==> src/rtl/load_store_unit.sv <==
// Big-endian load/store initiator: aligned word reads/writes, read-modify-write for sub-word stores.
// Optional byte/half support is enabled by defining LSU_SUBWORD_EN; otherwise only lw/sw are legal.
module load_store_unit #(
  parameter int MEM_BYTES = 64
) (
  input  logic        clk,
  input  logic        reset,
  input  logic        req,
  output logic        ready,
  input  logic        is_store,
  input  logic [2:0]  mem_op,
  input  logic [31:0] address,
  input  logic [31:0] wdata,
  output logic [31:0] rdata,
  output logic        done,
  output logic        error,
  output logic [31:0] mem_address,
  output logic        mem_write,
  output logic [31:0] mem_data_out,
  input  logic [31:0] mem_data_in
);

  typedef enum logic [2:0] {S_IDLE, S_READ, S_CAPTURE, S_WRITE, S_DONE} state_t;

  state_t      state, state_nxt;
  logic        op_store;
  logic        err_q;
  logic        reject;
  logic [31:0] load_val;
  logic [31:0] merged;

  always_comb begin
    reject = (address >= 32'(MEM_BYTES));
`ifdef LSU_SUBWORD_EN
    case (mem_op)
      3'b000:  reject = reject;
      3'b001:  reject = reject | address[0];
      3'b011:  reject = reject | (address[1:0] != 2'b00);
      3'b100:  reject = reject | is_store;
      3'b101:  reject = reject | is_store | address[0];
      default: reject = 1'b1;
    endcase
`else
    if (mem_op != 3'b011 || address[1:0] != 2'b00) reject = 1'b1;
`endif
  end

`ifdef LSU_SUBWORD_EN
  logic [2:0]  op;
  logic [1:0]  off;
  logic [15:0] wd;
  logic [7:0]  lane_b;
  logic [15:0] lane_h;

  // Offset 0 is the most significant byte.
  always_comb begin
    lane_b = mem_data_in[7:0];
    merged = mem_data_in;
    case (off)
      2'd0:    lane_b = mem_data_in[31:24];
      2'd1:    lane_b = mem_data_in[23:16];
      2'd2:    lane_b = mem_data_in[15:8];
      default: lane_b = mem_data_in[7:0];
    endcase
    lane_h = off[1] ? mem_data_in[15:0] : mem_data_in[31:16];
    case (op[1:0])
      2'b00:   load_val = {{24{lane_b[7] & ~op[2]}}, lane_b};
      2'b01:   load_val = {{16{lane_h[15] & ~op[2]}}, lane_h};
      default: load_val = mem_data_in;
    endcase
    if (op[1:0] == 2'b00) begin
      case (off)
        2'd0:    merged[31:24] = wd[7:0];
        2'd1:    merged[23:16] = wd[7:0];
        2'd2:    merged[15:8]  = wd[7:0];
        default: merged[7:0]   = wd[7:0];
      endcase
    end else if (off[1]) begin
      merged[15:0] = wd;
    end else begin
      merged[31:16] = wd;
    end
  end
`else
  always_comb begin
    load_val = mem_data_in;
    merged   = mem_data_in;
  end
`endif

  always_comb begin
    state_nxt = state;
    case (state)
      S_IDLE: begin
        if (req) begin
          if (reject)                           state_nxt = S_DONE;
          else if (is_store && mem_op == 3'b011) state_nxt = S_WRITE;
          else                                  state_nxt = S_READ;
        end
      end
      S_READ:    state_nxt = S_CAPTURE;
      S_CAPTURE: state_nxt = op_store ? S_WRITE : S_DONE;
      S_WRITE:   state_nxt = S_DONE;
      S_DONE:    state_nxt = S_IDLE;
      default:   state_nxt = S_IDLE;
    endcase
  end

  assign ready     = (state == S_IDLE);
  assign done      = (state == S_DONE);
  assign error     = (state == S_DONE) & err_q;
  assign mem_write = (state == S_WRITE);

  always_ff @(posedge clk or posedge reset) begin
    if (reset) begin
      state        <= S_IDLE;
      op_store     <= 1'b0;
      err_q        <= 1'b0;
      rdata        <= 32'd0;
      mem_address  <= 32'd0;
      mem_data_out <= 32'd0;
`ifdef LSU_SUBWORD_EN
      op           <= 3'd0;
      off          <= 2'd0;
      wd           <= 16'd0;
`endif
    end else begin
      state <= state_nxt;
      if (state == S_IDLE && req) begin
        op_store    <= is_store;
        err_q       <= reject;
        mem_address <= {address[31:2], 2'b00};
        if (is_store && !reject) mem_data_out <= wdata;
`ifdef LSU_SUBWORD_EN
        op          <= mem_op;
        off         <= address[1:0];
        wd          <= wdata[15:0];
`endif
      end
      // Read data is valid during CAPTURE; either finish the load or build the RMW word.
      if (state == S_CAPTURE) begin
        if (op_store) mem_data_out <= merged;
        else          rdata        <= load_val;
      end
    end
  end

endmodule

==> config.mk <==
export PLATFORM = sky130hd
export DESIGN_NAME = load_store_unit
export DESIGN_NICKNAME = d
export VERILOG_FILES = /design/src/rtl/load_store_unit.sv
export SDC_FILE = /design/constraint.sdc
export NUM_CORES = 1
export LEC_CHECK = 0
export ABC_CLOCK_PERIOD_IN_PS = 3400
export BUFFER_PORTS_ARGS = -buffer_cell sky130_fd_sc_hd__buf_2
export CAP_MARGIN = 20
export CORE_ASPECT_RATIO = 0.8
export CORE_MARGIN = 1.5
export CORE_UTILIZATION = 46
export DETAILED_ROUTE_END_ITERATION = 16
export PLACE_DENSITY = 0.86
export SYNTH_ARGS = -nofsm -noshare
export SYNTH_HDL_FRONTEND = slang
export SYNTH_SLANG_ARGS = --single-unit
==> constraint.sdc <==
create_clock -name clk -period 3.4 [get_ports clk]
set_input_delay 0.17 -clock clk [delete_from_list [all_inputs] [get_ports clk]]
set_output_delay 0.17 -clock clk [all_outputs]
set_load 0.02 [all_outputs]
==> results.json, run 1 <==
{
  "status": "finished clean",
  "fin_setup_tns_ns": 0,
  "wl_per_cell_um": 17.4,
  "start_kind": "register",
  "synthFlopType": "dfrtp_1",
  "ios": 203,
  "cts_hold_buf": 0,
  "syn_inst": 284,
  "port_buffers": 200,
  "antenna_cells": 0,
  "synth_edf_count": 0,
  "irDropWorstVdd_uv": 377,
  "die_w_um": 108,
  "drc_errors": 0,
  "cts.clk_slew.worst_paths_ns": 0.09,
  "initial_core_util": 0.475,
  "async_flop_share": 1.00,
  "crit_chain": "nor4b_4, a41oi_4, a221o_1",
  "rsz0062_at_grt": "no",
  "grt_pass1_vias": 3367,
  "antenna_found_initial": 0,
  "ant_nets": 0,
  "die-height_um": 86.9,
  "grt_pass1_wl_um": 16800,
  "yosys.cell_types.count": 28,
  "path_max_fanout": 32,
  "ys_top_cells_by_area": "dfrtp_1 (61%), mux2_2 (16%), a221o_1 (7.9%)",
  "setup_viol": 0,
  "p_leak_nw": 2.93,
  "synth_commonest_cells": "dfrtp_1 (99), mux2_2 (59), and2_1 (33), a221o_1 (32), buf_2 (13)",
  "placedCellCount": 585,
  "max_freq_mhz": 397,
  "slew_viol_final": 0,
  "crit_type": "reg2reg",
  "cts_tree": "done",
  "crit_arrival_ns": 2.76,
  "syn-cell-area_um2": 4050,
  "hold_violations": 0,
  "post-route-period-util": 0.740,
  "grt_max_degree": 79,
  "clock_path_buffers": 2,
  "dr_total_vias": 3246,
  "dr.pass1.iters": 4,
  "yosysMostFrequentCell": "dfrtp_1",
  "period_minus_slack_ns": 2.52,
  "core_um2": 8520,
  "clock_skew_ns": 0.00544,
  "slowest_stage": "nor4b_4",
  "dp_hpwl_um": 7710,
  "vias_per_cell": 5.40,
  "final_cells": 601,
  "fillerInstances": 669,
  "ctsResizeCount": 0,
  "required_ns": 3.64,
  "drt_wl_total_um": 10500,
  "rows": 30,
  "yosys_warnings": 0,
  "numClockSinks": 99,
  "grt-ovfl-total": 0,
  "ys_seq_elements": 99,
  "slew_headroom": 0.308,
  "root_buffer": "clkbuf_8",
  "power_density_nw_per_um2": 434,
  "endpoint_kind": "register",
  "grt_usage": 0.232,
  "max_slew.worst_pin.slew_ns": 1.03,
  "syn_avg_cell_area_um2": 14.2,
  "layout.nets": 587,
  "drive_above_1_share": 0.585,
  "r2r_slack_ns": 0.88,
  "netlist.area_leader.share": 0.612,
  "gp_congestion": 0.776,
  "drtIter0Drc": 209,
  "yosysSeqAreaShare": 0.612,
  "max_cap_violations": 0,
  "cts_max_level": 3,
  "slowest_delay_ns": 0.78,
  "cts_setup_buffers": 0,
  "cts_buffers": 9,
  "hold_class": "in2async",
  "yosysTopAreaCell": "dfrtp_1",
  "area_delta_synth_final_pct": 32.9,
  "design.die.area_um2": 9370,
  "clock_latency_ns": 0.35
}
==> cell families after synthesis <==
| family | count (synthesis) | share of synthesized area |
|---|---|---|
| other | 1 | 0.000927 |
| AO/OA/AOI/OAI | 40 | 0.0931 |
| flip-flops | 99 | 0.612 |
| AND/OR/NAND/NOR | 60 | 0.0949 |
| buffers and inverters | 22 | 0.0263 |
| multiplexers | 62 | 0.173 |
==> report_power, final <==
part	switching, mW	internal (mW)
sequential	0.0320	1.23
clock	0.400	0.360
combinational	0.177	0.134
total	0.609	1.73
==> cell usage in the layout (no fill, tap or decap), drive strengths merged, types with 3 or more instances in the layout <==
| cell | netlist | layout |
|---|---|---|
| inv | 3 | 3 |
| and2 | 33 | 33 |
| mux2 | 62 | 62 |
| buf | 15 | 207 |
| nor2 | 4 | 4 |
| nor3 | 5 | 5 |
| clkbuf | 4 | 12 |
| dfrtp | 99 | 99 |
| a221o | 32 | 32 |
| nor4 | 7 | 7 |
==> state kept, by name (all words and copies together), names as in the netlist <==
name / count
err_q: 1
mem_address: 30
mem_data_out: 32
op_store: 1
rdata: 32
state: 3
==> metal layers <==
layer  vias to the layer above  track usage  share of wire
li1                       1465            -              -
met1                      1605        0.281           0.40
met2                       162        0.398           0.49
met3                        14       0.0740          0.098
met4                         0       0.0754          0.014
met5                         -            0              0
==> worst max-delay path, delay by kind of cell, from the launching register on <==
family | cells | cell delay, ns
AOI/OAI and AO/OA | 2 | 1.13
and+or+nand+nor | 1 | 0.78
DFF | 1 | 0.48
==> metrics by stage <==
| stage | power [mW] | utilization | hold WS (ns) | worst slack (ns) | cell area [µm²] |
|---|---|---|---|---|---|
| floorplan | 1.45 | - | 0.305 | 0.640 | 4050 |
| global placement | 1.59 | 0.608 | 0.400 | 1.02 | 5180 |
| detailed placement | 1.60 | 0.608 | 0.404 | 0.888 | 5180 |
| CTS | 2.36 | 0.631 | 0.0122 | 0.894 | 5380 |
| global route | 2.44 | 0.631 | 0.0146 | 0.720 | 5380 |
| finish | 2.33 | 0.631 | 0.0107 | 0.883 | 5380 |
==> path summary, 6_finish.rpt <==
check,start,to,cells after the start
max in group asynchronous,reset,state[2]$_DFFE_PP0P_,3
worst max-delay path,state[2]$_DFFE_PP0P_,mem_data_out[2]$_DFF_PP0_,3
worst max register to register,state[2]$_DFFE_PP0P_,mem_data_out[2]$_DFF_PP0_,3
worst min-delay path,reset,mem_data_out[18]$_DFF_PP0_,2
worst min register to register,rdata[23]$_DFFE_PP0P_,rdata[23]$_DFFE_PP0P_,1
min in group clk,wdata[25],mem_data_out[25]$_DFF_PP0_,2
==> layout make-up <==
| cell class | count | area [µm²] | area share |
|---|---|---|---|
| Sequential cell | 99 | 2480 | 0.461 |
| Clock buffer | 12 | 145 | 0.0270 |
| Multi-Input combinational cell | 164 | 1500 | 0.279 |
| Timing Repair Buffer | 207 | 1050 | 0.196 |
| Inverter | 3 | 13.8 | 0.00256 |
| Tap cell | 112 | 140 | 0.0261 |
| Clock inverter | 4 | 50.0 | 0.00930 |
Power figures use the tool's default switching activity.
==> inputs of run 2 (changes only) <==
Settings changed: ABC_CLOCK_PERIOD_IN_PS 3400 to 2500.
Clock period 3.4 ns to 2.5 ns, I/O delays scaled along.
==> run 2 against run 1 <==
Against the previous run:
- setup slack got worse by 0.74 ns
- flip-flop and latch count did not move
- count of clock-buffer cells in the layout fell by 2
- register-to-register slack got worse by 0.61 ns
- non-clock buffer count rose by 82
- sequential power rose by 37%
- wire length rose by 21%
- via count rose by 14%
- largest cell class unchanged
- highest routed layer unchanged
==> results.json, run 2 (synthesized netlist as in run 1, its figures left out) <==
{
  "port_buffers": 200,
  "grt-ovfl-total": 0,
  "slew_headroom": 0.309,
  "critPathTopFamily": "compound AO/OA/AOI/OAI gates",
  "rsz0062_at_grt": "no",
  "numClockSinks": 99,
  "hold_class": "in2reg",
  "crit_chain": "dlygate4sd3_1, buf_2, nor4_1, and4_1, a41oi_4, a221o_1",
  "busiest_layer": "met2",
  "die_w_um": 108,
  "met1_usage": 0.310,
  "clock_latency_ns": 0.36,
  "slowest_delay_ns": 0.54,
  "slew_viol_final": 0,
  "use_met3": 0.0815,
  "design.die.area_um2": 9370,
  "irDropWorstVdd_uv": 359,
  "seq_area_um2": 2480,
  "wl_per_cell_um": 18.6,
  "final_cell_mix": "buf_2 (200), dfrtp_1 (99), dlygate4sd3_1 (81)",
  "path_max_fanout": 32,
  "cts_buffers": 9,
  "grt_max_degree": 60,
  "dr_total_vias": 3686,
  "gp_congestion": 0.778,
  "setup_viol": 0,
  "rows": 30,
  "fillerInstances": 522,
  "post-route-period-util": 0.943,
  "p_total_mw": 3.34,
  "cts_tree": "done",
  "drc_errors": 0,
  "crit_arrival_ns": 2.60,
  "grt_pass1_wl_um": 19400,
  "hold_violations": 0,
  "grt_util_met2": 0.490,
  "grt_usage": 0.273,
  "layout.nets": 669,
  "required_ns": 2.74,
  "die-height_um": 86.9,
  "drive_above_1_share": 0.506,
  "multi_input_area_um2": 1500,
  "antenna_found_initial": 0,
  "max_freq_mhz": 424,
  "crit_type": "in2reg",
  "ctsResizeCount": 0,
  "max_cap_violations": 0,
  "fin_setup_tns_ns": 0,
  "core_um2": 8520,
  "initial_core_util": 0.475,
  "drtIter0Drc": 245,
  "period_minus_slack_ns": 2.36,
  "status": "finished clean",
  "top_regs": "mem_data_out x32, rdata x32, mem_address x30",
  "start_kind": "input pin",
  "ios": 203,
  "slowest_stage": "dlygate4sd3_1",
  "cts_max_level": 3,
  "cts.clk_slew.worst_paths_ns": 0.10,
  "area_delta_synth_final_pct": 53.8,
  "dr.pass1.iters": 5,
  "clock_skew_ns": 0.00977,
  "final_cells": 683,
  "final_common_cell": "buf_2",
  "dp_hpwl_um": 8030,
  "ant_nets": 0,
  "power_density_nw_per_um2": 537,
  "p_leak_nw": 3.28,
  "antenna_cells": 0,
  "vias_per_cell": 5.40,
  "grt_pass1_vias": 3842,
  "cp.buffers_inverters": 2,
  "endpoint_kind": "register",
  "clock_path_buffers": 2,
  "drt_wl_total_um": 12700,
  "max_slew.worst_pin.slew_ns": 1.03,
  "root_buffer": "clkbuf_8",
  "placedCellCount": 586
}
[run 2: cell count changes in the layout (fill, tap and decap cells not counted)]
cell / delta
clkinvlp_4: +1
clkbuf_1: -2
inv_6: +2
dlygate4sd3_1: +81
clkinv_4: +1
buf_12: +1
inv_4: -1
clkinv_2: -1
[run 2: through the flow]
step	instance area [µm²]	worst slack (ns)	hold WS (ns)	utilization
2_1_floorplan	4050	0.733	0.260	-
3_3_place_gp	5200	0.385	0.258	0.611
3_5_place_dp	5200	0.271	0.271	0.611
4_1_cts	6220	0.177	0.000162	0.731
5_1_grt	6220	0.00551	0.00628	0.731
6_report	6220	0.142	0.0218	0.731
[run 2: what timing repair did]
item	CTS	global route
endpoints found under the setup margin	0	0
hold buffers	81	0
endpoints found under the hold margin	110	0
buffers inserted	0	0
[run 2: area by class of cell]
type	instances	share of cell area
clock buffers	10	0.0221
clock inverters	6	0.0115
inverters	3	0.00241
multi-input cells	164	0.241
flip-flops and latches	99	0.398
well taps	112	0.0225
repair buffers	289	0.303
[run 2: worst reg2reg max path: cells and delay by family, from the launching register on]
kind               cells  cell delay (ns)
DFF                    1             0.48
and+or+nand+nor        1             0.55
AOI/OAI and AO/OA      2             1.07
[run 2: power by group]
part	leakage [nW]	switching, mW	internal (mW)
combinational	1.87	0.269	0.268
sequential	1.31	0.0440	1.68
clock	0.0995	0.584	0.499
[run 2: path summary, 6_finish.rpt]
| check | from | to | slack [ns] | cells past startpoint |
|---|---|---|---|---|
| setup / recovery | address[9] | mem_data_out[19]$_DFF_PP0_ | 0.14 | 6 |
| hold / removal | wdata[25] | mem_data_out[25]$_DFF_PP0_ | 0.02 | 2 |
| setup reg to reg | state[2]$_DFFE_PP0P_ | mem_data_out[19]$_DFF_PP0_ | 0.27 | 3 |
| hold reg to reg | rdata[27]$_DFFE_PP0P_ | rdata[27]$_DFFE_PP0P_ | 0.50 | 1 |
| max in group asynchronous | reset | rdata[19]$_DFFE_PP0P_ | 1.35 | 4 |
| min in group asynchronous | reset | mem_address[8]$_DFFE_PP0P_ | 0.42 | 3 |
[run 2: metal layers]
layer	vias up	part of all wire
li1	1625	-
met1	1816	0.38
met2	214	0.52
met3	31	0.081
met4	0	0.025
met5	-	0
